**config.mk**
```make
export PLATFORM = sky130hd
export DESIGN_NAME = sdcard_sector_reader_flat
export DESIGN_NICKNAME = d
export VERILOG_FILES = /design/src/rtl/sdcard_sector_reader_if.sv /design/src/rtl/sdcard_sector_reader.sv /design/src/flat_wrapper.sv
export SDC_FILE = /design/constraint.sdc
export NUM_CORES = 1
export LEC_CHECK = 0
export ABC_CLOCK_PERIOD_IN_PS = 4050
export CAP_MARGIN = 20
export CORE_MARGIN = 1.5
export CORE_UTILIZATION = 30
export DETAILED_ROUTE_END_ITERATION = 7
export SLEW_MARGIN = 20
export SYNTH_ARGS = -nofsm -noshare
export SYNTH_HDL_FRONTEND = slang
export SYNTH_SLANG_ARGS = --single-unit
```
**constraint.sdc**
```tcl
create_clock -name clk -period 4.05 [get_ports clk]
set_input_delay 0.81 -clock clk [delete_from_list [all_inputs] [get_ports clk]]
set_output_delay 0.81 -clock clk [all_outputs]
set_load 0.005 [all_outputs]
```
**src/rtl/sdcard_sector_reader_if.sv**
```systemverilog
// Bus bundle between the sector reader, the firmware/SPI side and the IDE
// sector buffer. The reader itself attaches through the slave modport.
interface sdcard_sector_reader_if;
  logic       start;
  logic       busy;
  logic       done;
  logic [1:0] status;
  logic [7:0] token;
  logic       spi_active;
  logic       spi_sck;
  logic       spi_mosi;
  logic       spi_miso;
  logic [7:0] sdcard_dma_data;
  logic [8:0] sdcard_dma_addr;
  logic       sdcard_dma_strobe;

  modport master (
    output start, spi_miso,
    input  busy, done, status, token, spi_active, spi_sck, spi_mosi,
           sdcard_dma_data, sdcard_dma_addr, sdcard_dma_strobe
  );

  modport slave (
    input  start, spi_miso,
    output busy, done, status, token, spi_active, spi_sck, spi_mosi,
           sdcard_dma_data, sdcard_dma_addr, sdcard_dma_strobe
  );
endinterface

```
**src/rtl/sdcard_sector_reader.sv**
```systemverilog
// SPI read engine: polls for the SD start token, streams 512 data bytes into
// the IDE sector buffer through the sdcard-DMA port and checks the CRC16.
module sdcard_sector_reader #(
  parameter int CLKDIV        = 1,
  parameter int TOKEN_TIMEOUT = 4095
) (
  input logic                   clk,
  input logic                   rst,
  sdcard_sector_reader_if.slave bus
);
  localparam int               DIV_W      = (CLKDIV > 1) ? $clog2(CLKDIV) : 1;
  localparam logic [DIV_W-1:0] DIV_LAST   = DIV_W'(CLKDIV - 1);
  localparam logic [11:0]      POLL_LIMIT = 12'(TOKEN_TIMEOUT);

  localparam logic [1:0] ST_OK      = 2'b00;
  localparam logic [1:0] ST_TIMEOUT = 2'b01;
  localparam logic [1:0] ST_BADTOK  = 2'b10;
  localparam logic [1:0] ST_BADCRC  = 2'b11;

  typedef enum logic [2:0] {IDLE, TOKEN, DATA, CRC, FIN} state_t;

  state_t           state, state_next;
  logic [DIV_W-1:0] div_cnt;
  logic             sck;
  logic [2:0]       bit_cnt;
  logic [7:0]       shreg;
  logic [11:0]      poll_cnt;
  logic [15:0]      crc_calc;
  logic [15:0]      crc_rx;
  logic             crc_byte1;
  logic [8:0]       addr_cnt;
  logic [1:0]       status;
  logic [7:0]       token;
  logic [7:0]       dma_data;
  logic [8:0]       dma_addr;
  logic             dma_strobe;
  logic             running, tick, rise, byte_end;
  logic [15:0]      crc_rcvd;

  // CRC16-CCITT (poly 0x1021, MSB first, non-reflected), one bit per call
  function automatic logic [15:0] crc16_step(input logic [15:0] crc, input logic din);
    return {crc[14:0], 1'b0} ^ (((crc[15] ^ din) == 1'b1) ? 16'h1021 : 16'h0000);
  endfunction

  assign running  = (state == TOKEN) || (state == DATA) || (state == CRC);
  assign tick     = running && (div_cnt == DIV_LAST);
  assign rise     = tick && !sck;
  assign byte_end = tick && sck && (bit_cnt == 3'd7);
  // first CRC byte is already in crc_rx[7:0]; the second is still in shreg
  assign crc_rcvd = {crc_rx[7:0], shreg};

  // State register
  always_ff @(posedge clk) begin
    if (rst) state <= IDLE;
    else     state <= state_next;
  end

  // Next-state decode; every transition out of a busy state happens on a byte boundary
  always_comb begin
    state_next = state;
    case (state)
      IDLE:  if (bus.start) state_next = TOKEN;
      TOKEN: if (byte_end) begin
               if (shreg == 8'hFE)                       state_next = DATA;
               else if (shreg != 8'hFF)                  state_next = FIN;
               else if ((poll_cnt + 12'd1) == POLL_LIMIT) state_next = FIN;
             end
      DATA:  if (byte_end && (addr_cnt == 9'd511)) state_next = CRC;
      CRC:   if (byte_end && crc_byte1) state_next = FIN;
      FIN:   state_next = IDLE;
      default: state_next = IDLE;
    endcase
  end

  // SCK generator: CLKDIV cycles low then CLKDIV high per bit, held low when idle
  always_ff @(posedge clk) begin
    if (rst || !running) begin
      div_cnt <= '0;
      sck     <= 1'b0;
      bit_cnt <= '0;
    end else if (tick) begin
      div_cnt <= '0;
      sck     <= !sck;
      if (sck) bit_cnt <= bit_cnt + 3'd1;
    end else begin
      div_cnt <= div_cnt + 1'b1;
    end
  end

  // MISO shift-in on the low-to-high SCK transition, MSB first
  always_ff @(posedge clk) begin
    if (rise) shreg <= {shreg[6:0], bus.spi_miso};
  end

  // Running CRC over data-phase bits, and capture of the two trailing CRC bytes
  always_ff @(posedge clk) begin
    if ((state == IDLE) && bus.start) crc_calc <= 16'h0000;
    else if ((state == DATA) && rise) crc_calc <= crc16_step(crc_calc, bus.spi_miso);
    if ((state == CRC) && byte_end) crc_rx <= {crc_rx[7:0], shreg};
  end

  // Transfer bookkeeping: poll counter, token, DMA write port and result status
  always_ff @(posedge clk) begin
    if (rst) begin
      status     <= ST_OK;
      token      <= 8'h00;
      dma_data   <= 8'h00;
      dma_addr   <= 9'd0;
      dma_strobe <= 1'b0;
      poll_cnt   <= 12'd0;
      addr_cnt   <= 9'd0;
      crc_byte1  <= 1'b0;
    end else begin
      dma_strobe <= 1'b0;
      case (state)
        IDLE: if (bus.start) begin
          status    <= ST_OK;
          poll_cnt  <= 12'd0;
          addr_cnt  <= 9'd0;
          crc_byte1 <= 1'b0;
        end
        TOKEN: if (byte_end) begin
          token <= shreg;
          if (shreg == 8'hFF) begin
            poll_cnt <= poll_cnt + 12'd1;
            if ((poll_cnt + 12'd1) == POLL_LIMIT) status <= ST_TIMEOUT;
          end else if (shreg != 8'hFE) begin
            status <= ST_BADTOK;
          end
        end
        DATA: if (byte_end) begin
          dma_strobe <= 1'b1;
          dma_data   <= shreg;
          dma_addr   <= addr_cnt;
          addr_cnt   <= addr_cnt + 9'd1;
        end
        CRC: if (byte_end) begin
          crc_byte1 <= 1'b1;
          if (crc_byte1) status <= (crc_rcvd == crc_calc) ? ST_OK : ST_BADCRC;
        end
        default: ;
      endcase
    end
  end

  assign bus.busy              = running;
  assign bus.spi_active        = running;
  assign bus.done              = (state == FIN);
  assign bus.status            = status;
  assign bus.token             = token;
  assign bus.spi_sck           = sck;
  assign bus.spi_mosi          = 1'b1;
  assign bus.sdcard_dma_data   = dma_data;
  assign bus.sdcard_dma_addr   = dma_addr;
  assign bus.sdcard_dma_strobe = dma_strobe;
endmodule

```
**src/flat_wrapper.sv**
```systemverilog
// flat-port wrapper written by rule: the top's interface ports become plain ports
module sdcard_sector_reader_flat 
#(
  parameter int CLKDIV        = 1,
  parameter int TOKEN_TIMEOUT = 4095
)
  (clk, rst, bus_start, bus_spi_miso, bus_busy, bus_done, bus_status, bus_token, bus_spi_active, bus_spi_sck, bus_spi_mosi, bus_sdcard_dma_data, bus_sdcard_dma_addr, bus_sdcard_dma_strobe);
  sdcard_sector_reader_if bus_i ();
  input logic clk;
  input logic rst;
  input wire logic [$bits(bus_i.start)-1:0] bus_start;
  input wire logic [$bits(bus_i.spi_miso)-1:0] bus_spi_miso;
  output wire logic [$bits(bus_i.busy)-1:0] bus_busy;
  output wire logic [$bits(bus_i.done)-1:0] bus_done;
  output wire logic [$bits(bus_i.status)-1:0] bus_status;
  output wire logic [$bits(bus_i.token)-1:0] bus_token;
  output wire logic [$bits(bus_i.spi_active)-1:0] bus_spi_active;
  output wire logic [$bits(bus_i.spi_sck)-1:0] bus_spi_sck;
  output wire logic [$bits(bus_i.spi_mosi)-1:0] bus_spi_mosi;
  output wire logic [$bits(bus_i.sdcard_dma_data)-1:0] bus_sdcard_dma_data;
  output wire logic [$bits(bus_i.sdcard_dma_addr)-1:0] bus_sdcard_dma_addr;
  output wire logic [$bits(bus_i.sdcard_dma_strobe)-1:0] bus_sdcard_dma_strobe;
  assign bus_i.start = bus_start;
  assign bus_i.spi_miso = bus_spi_miso;
  assign bus_busy = bus_i.busy;
  assign bus_done = bus_i.done;
  assign bus_status = bus_i.status;
  assign bus_token = bus_i.token;
  assign bus_spi_active = bus_i.spi_active;
  assign bus_spi_sck = bus_i.spi_sck;
  assign bus_spi_mosi = bus_i.spi_mosi;
  assign bus_sdcard_dma_data = bus_i.sdcard_dma_data;
  assign bus_sdcard_dma_addr = bus_i.sdcard_dma_addr;
  assign bus_sdcard_dma_strobe = bus_i.sdcard_dma_strobe;
  sdcard_sector_reader #(.CLKDIV(CLKDIV), .TOKEN_TIMEOUT(TOKEN_TIMEOUT)) u_core (.clk(clk), .rst(rst), .bus(bus_i));
endmodule
```
==> results summary <==
The aggregate routed wire length is 8854 µm. The number of remaining DRC errors is 0. Sorting the synthesized cells by area gives the leading types as dfxtp_1 37%, edfxtp_1 12%, nand2_1 7.8%. The placer congestion estimate came out at 0.9009. Of all nets on the critical path, the largest fanout is 11. Across the run, the number of max-cap violations was 0. The internal power summed over all cells came out at 1.494 mW. In this run the cell area of the synthesized design comes to 0.003951 mm². The highest clock rate is 374.6 MHz. The average vias per placed instance is 4.863. The die is 117.8 µm wide. The total global-route track usage came out at 12.96%. Measured against its own limit, the worst slew margin works out to 46.27%. The number of synthesized flops with an enable pin is 16. The startpoint identified for the worst register-to-register timing path is u_core.bit_cnt[0]. The worst endpoint data arrival time is 2.94 ns.

The leading area contributor after synthesis is dfxtp_1. Detailed placement finished with a half-perimeter wire length of 6131 µm. The layout net count came out at 477. The share of flip-flops with an asynchronous set or reset after synthesis is 0%.

37 I/O pins were placed. Yosys instantiated no cell more often than nand2_1. The total count of max-transition violations in the final report is 0. The total count of hold-check failures in the final report is 0.

The count of nets left with antenna violations once routing finished came out at 0. The category of the worst setup path capture point is a register. The proportion of layout cells with a drive suffix above 1 is 6.582%.

The maximum ir drop on the vdd rail is 0.2031 mV. Among all flip-flop cells after synthesis, the most frequent one is dfxtp_1. The y dimension of the die came out at 117.8 µm.

The power per cell area is 439.6 mW/mm². Summed over its instances, the top area cell type makes up 37.49% of the synthesized netlist area. The clock-pin slew reported for the worst setup and hold paths after clock tree synthesis is 0.07 ns. The part of the power in combinational logic came out at 12.7%. The number of DRC violations after detailed-routing iteration 0 came out at 131. The average routed wire per standard cell came out at 13.77 µm.

The clock period minus final worst setup slack is 2.669 ns. Of the total power, registers draw 47.8%. The clock group share of total power is 39.4%. The final cell count without fillers came out at 643. The clock net in this run drives a total of 90 sinks. The die covers 0.01387 mm². The reported leakage power is 1.662 nW. After clock tree synthesis, the flow added hold-fix buffers numbering 0. The initial core utilization came out at 31.06%. The startpoint of the worst hold path is u_core.bus.sdcard_dma_data[5]. The remaining global-route overflow is 0. The reported net switching power came out at 582.8 µW.

The area added between synthesis and finish is 19.57%. The nature of the critical path startpoint is a register. The commonest cells after synthesis are 82 x nand2_1, 74 x dfxtp_1, 53 x a21oi_1. The later-pin clock latency in the skew report is 0.34 ns.

The total of cells resized after clock tree synthesis is 0. The number of antenna violations at the first check in global routing is 0. The critical path required time came out at 4.32 ns. The switching portion of total power came out at 28.07%. The transition time at the pin with the least slew margin is 0.8030 ns. The post-synthesis net count is 451. The number of clock buffers added by TritonCTS is 9. The tree is rooted in a clkbuf_16. The warning count from the yosys run is 0. The antenna diode count came out at 0. The part of the cycle the worst path needs is 65.91%. TritonCTS built the clock tree.

The row count came out at 41. The longest clock path from root to sink contains 2 buffers. After synthesis the netlist holds a flip-flop and latch count of 90. The proportion of synthesized chip area in sequential cells is 49.65%.

The number of unique standard cell types used by synthesis is 52. The beginning of the critical path is u_core.bit_cnt[0]. Across the routed clock network, the largest skew measured is 0.007569 ns. Setup repair after global routing left no endpoint under its margin.

Adding up every negative setup slack in the final design gives 0 ns. The flow ran to the end, and the final reports show no timing, DRC or antenna violations. The synthesized area divided by synthesized cell count is 8.980 µm².

The total number of vias came out at 3,127. The number of setup violations in the final report came out at 0. The via count of the first global-routing pass came out at 2,916. The post-synthesis instance total came out at 440. The tightest min-delay check is of the reg2reg type. The first global-routing pass estimated 14,640 µm of wire.

The maximum level of the CTS H-tree is 3. The worst setup path is of the reg2reg kind. The number of iterations in the first detailed-routing pass came out at 4. The maximum number of pins on one net before global-route repair is 51. Including well taps, the total number of placed cells is 627. The number of buffer cells added on primary ports is 35.

The area of the core came out at 0.01272 mm². Once the clock tree was built, the setup fixing pass inserted 0 buffers.
metal layers:
metal | up-vias | track usage, % | share of wire [%]
met4 | 0 | 6.174 | 1.6
met1 | 1501 | 17.15 | 48
met3 | 10 | 1.841 | 2.9
met2 | 44 | 20.83 | 47
li1 | 1572 | - | -
met5 | - | 0 | 0
per-stage QoR:
step | instance area [µm²] | total power [mW] | utilization [%] | hold WS [ns] | setup WS [ns]
2_1_floorplan | 3951 | 1.186 | - | 0.4483 | 2.040
3_3_place_gp | 4432 | 1.273 | 34.83 | 0.4490 | 1.390
3_5_place_dp | 4432 | 1.278 | 34.83 | 0.4491 | 1.360
4_1_cts | 4725 | 2.096 | 37.14 | 0.4610 | 1.345
5_1_grt | 4725 | 2.163 | 37.14 | 0.4782 | 1.168
6_report | 4725 | 2.077 | 37.14 | 0.4566 | 1.381
layout make-up:
type / count / area (µm²)
Timing Repair Buffer: 39 / 380.4
Multi-Input combinational cell: 323 / 1863
Fill cell: 1328 / 7998
Tap cell: 172 / 215.2
Inverter: 3 / 11.26
Clock inverter: 6 / 53.80
Sequential cell: 90 / 1962
Clock buffer: 10 / 239.0
kinds of logic after synthesis:
family                   count (synthesis)  share of synthesized area, %
other                                    2                        0.1901
multiplexers                            11                         2.787
buffers and inverters                   27                         3.198
AND/OR/NAND/NOR                        194                         24.03
adder cells (fa/ha/maj)                  7                         2.216
flip-flops                              90                         49.65
AO/OA/AOI/OAI                           82                         11.94
XOR/XNOR                                27                         5.985
critical path: stages (launching register included):
cell,delay [ns]
dfxtp_1,0.35
ha_1,0.16
ha_1,0.15
and4bb_2,0.29
nand3b_1,0.55
nor2_8,0.33
nor2_2,0.13
or4_1,0.48
a21oi_1,0.15
sequential cells by signal, summed over array words and instances (netlist names):
signal and cells:
u_core.crc_calc 16, u_core.poll_cnt 12, u_core.addr_cnt 9, u_core.bus.sdcard_dma_addr 9
u_core.bus.sdcard_dma_data 8, u_core.bus.token 8, u_core.crc_rx 8, u_core.shreg 8
u_core.bit_cnt 3, u_core.state 3, u_core.bus.status 2, u_core.bus.sdcard_dma_strobe 1
u_core.bus.spi_sck 1, u_core.crc_byte1 1, u_core.div_cnt 1
power by group through the flow:
stage	sequential, mW	clock, mW	combinational, mW
2_1_floorplan	0.985	0	0.202
3_3_place_gp	1.01	0	0.261
3_5_place_dp	1.01	0	0.264
4_1_cts	0.993	0.836	0.267
5_1_grt	0.998	0.871	0.294
6_report	0.993	0.819	0.264
layout by cell type (no fill, tap or decap), types with 5 or more instances in the layout:
master / Yosys / layout
nand2_1: 82 / 82
dfxtp_1: 74 / 74
a21oi_1: 53 / 53
nor2_1: 43 / 43
clkdlybuf4s50_1: 0 / 35
xor2_1: 22 / 22
edfxtp_1: 16 / 16
nand3_1: 11 / 11
mux2i_1: 11 / 11
clkbuf_16: 0 / 9
o21ai_0: 8 / 8
ha_1: 7 / 7
nand4_1: 6 / 6
or3_1: 6 / 6
nand3b_1: 6 / 6
xnor2_1: 5 / 5
worst paths after layout:
path / to / slack (ns) / depth (start not counted)
max reg2reg: u_core.poll_cnt[5] / 1.38 / 8
min reg2reg: u_core.bus.sdcard_dma_data[5] / 0.46 / 2
min: u_core.bus.sdcard_dma_data[5] / 0.46 / 2
max: u_core.poll_cnt[5] / 1.38 / 8
(Power assumes the default switching activity.)
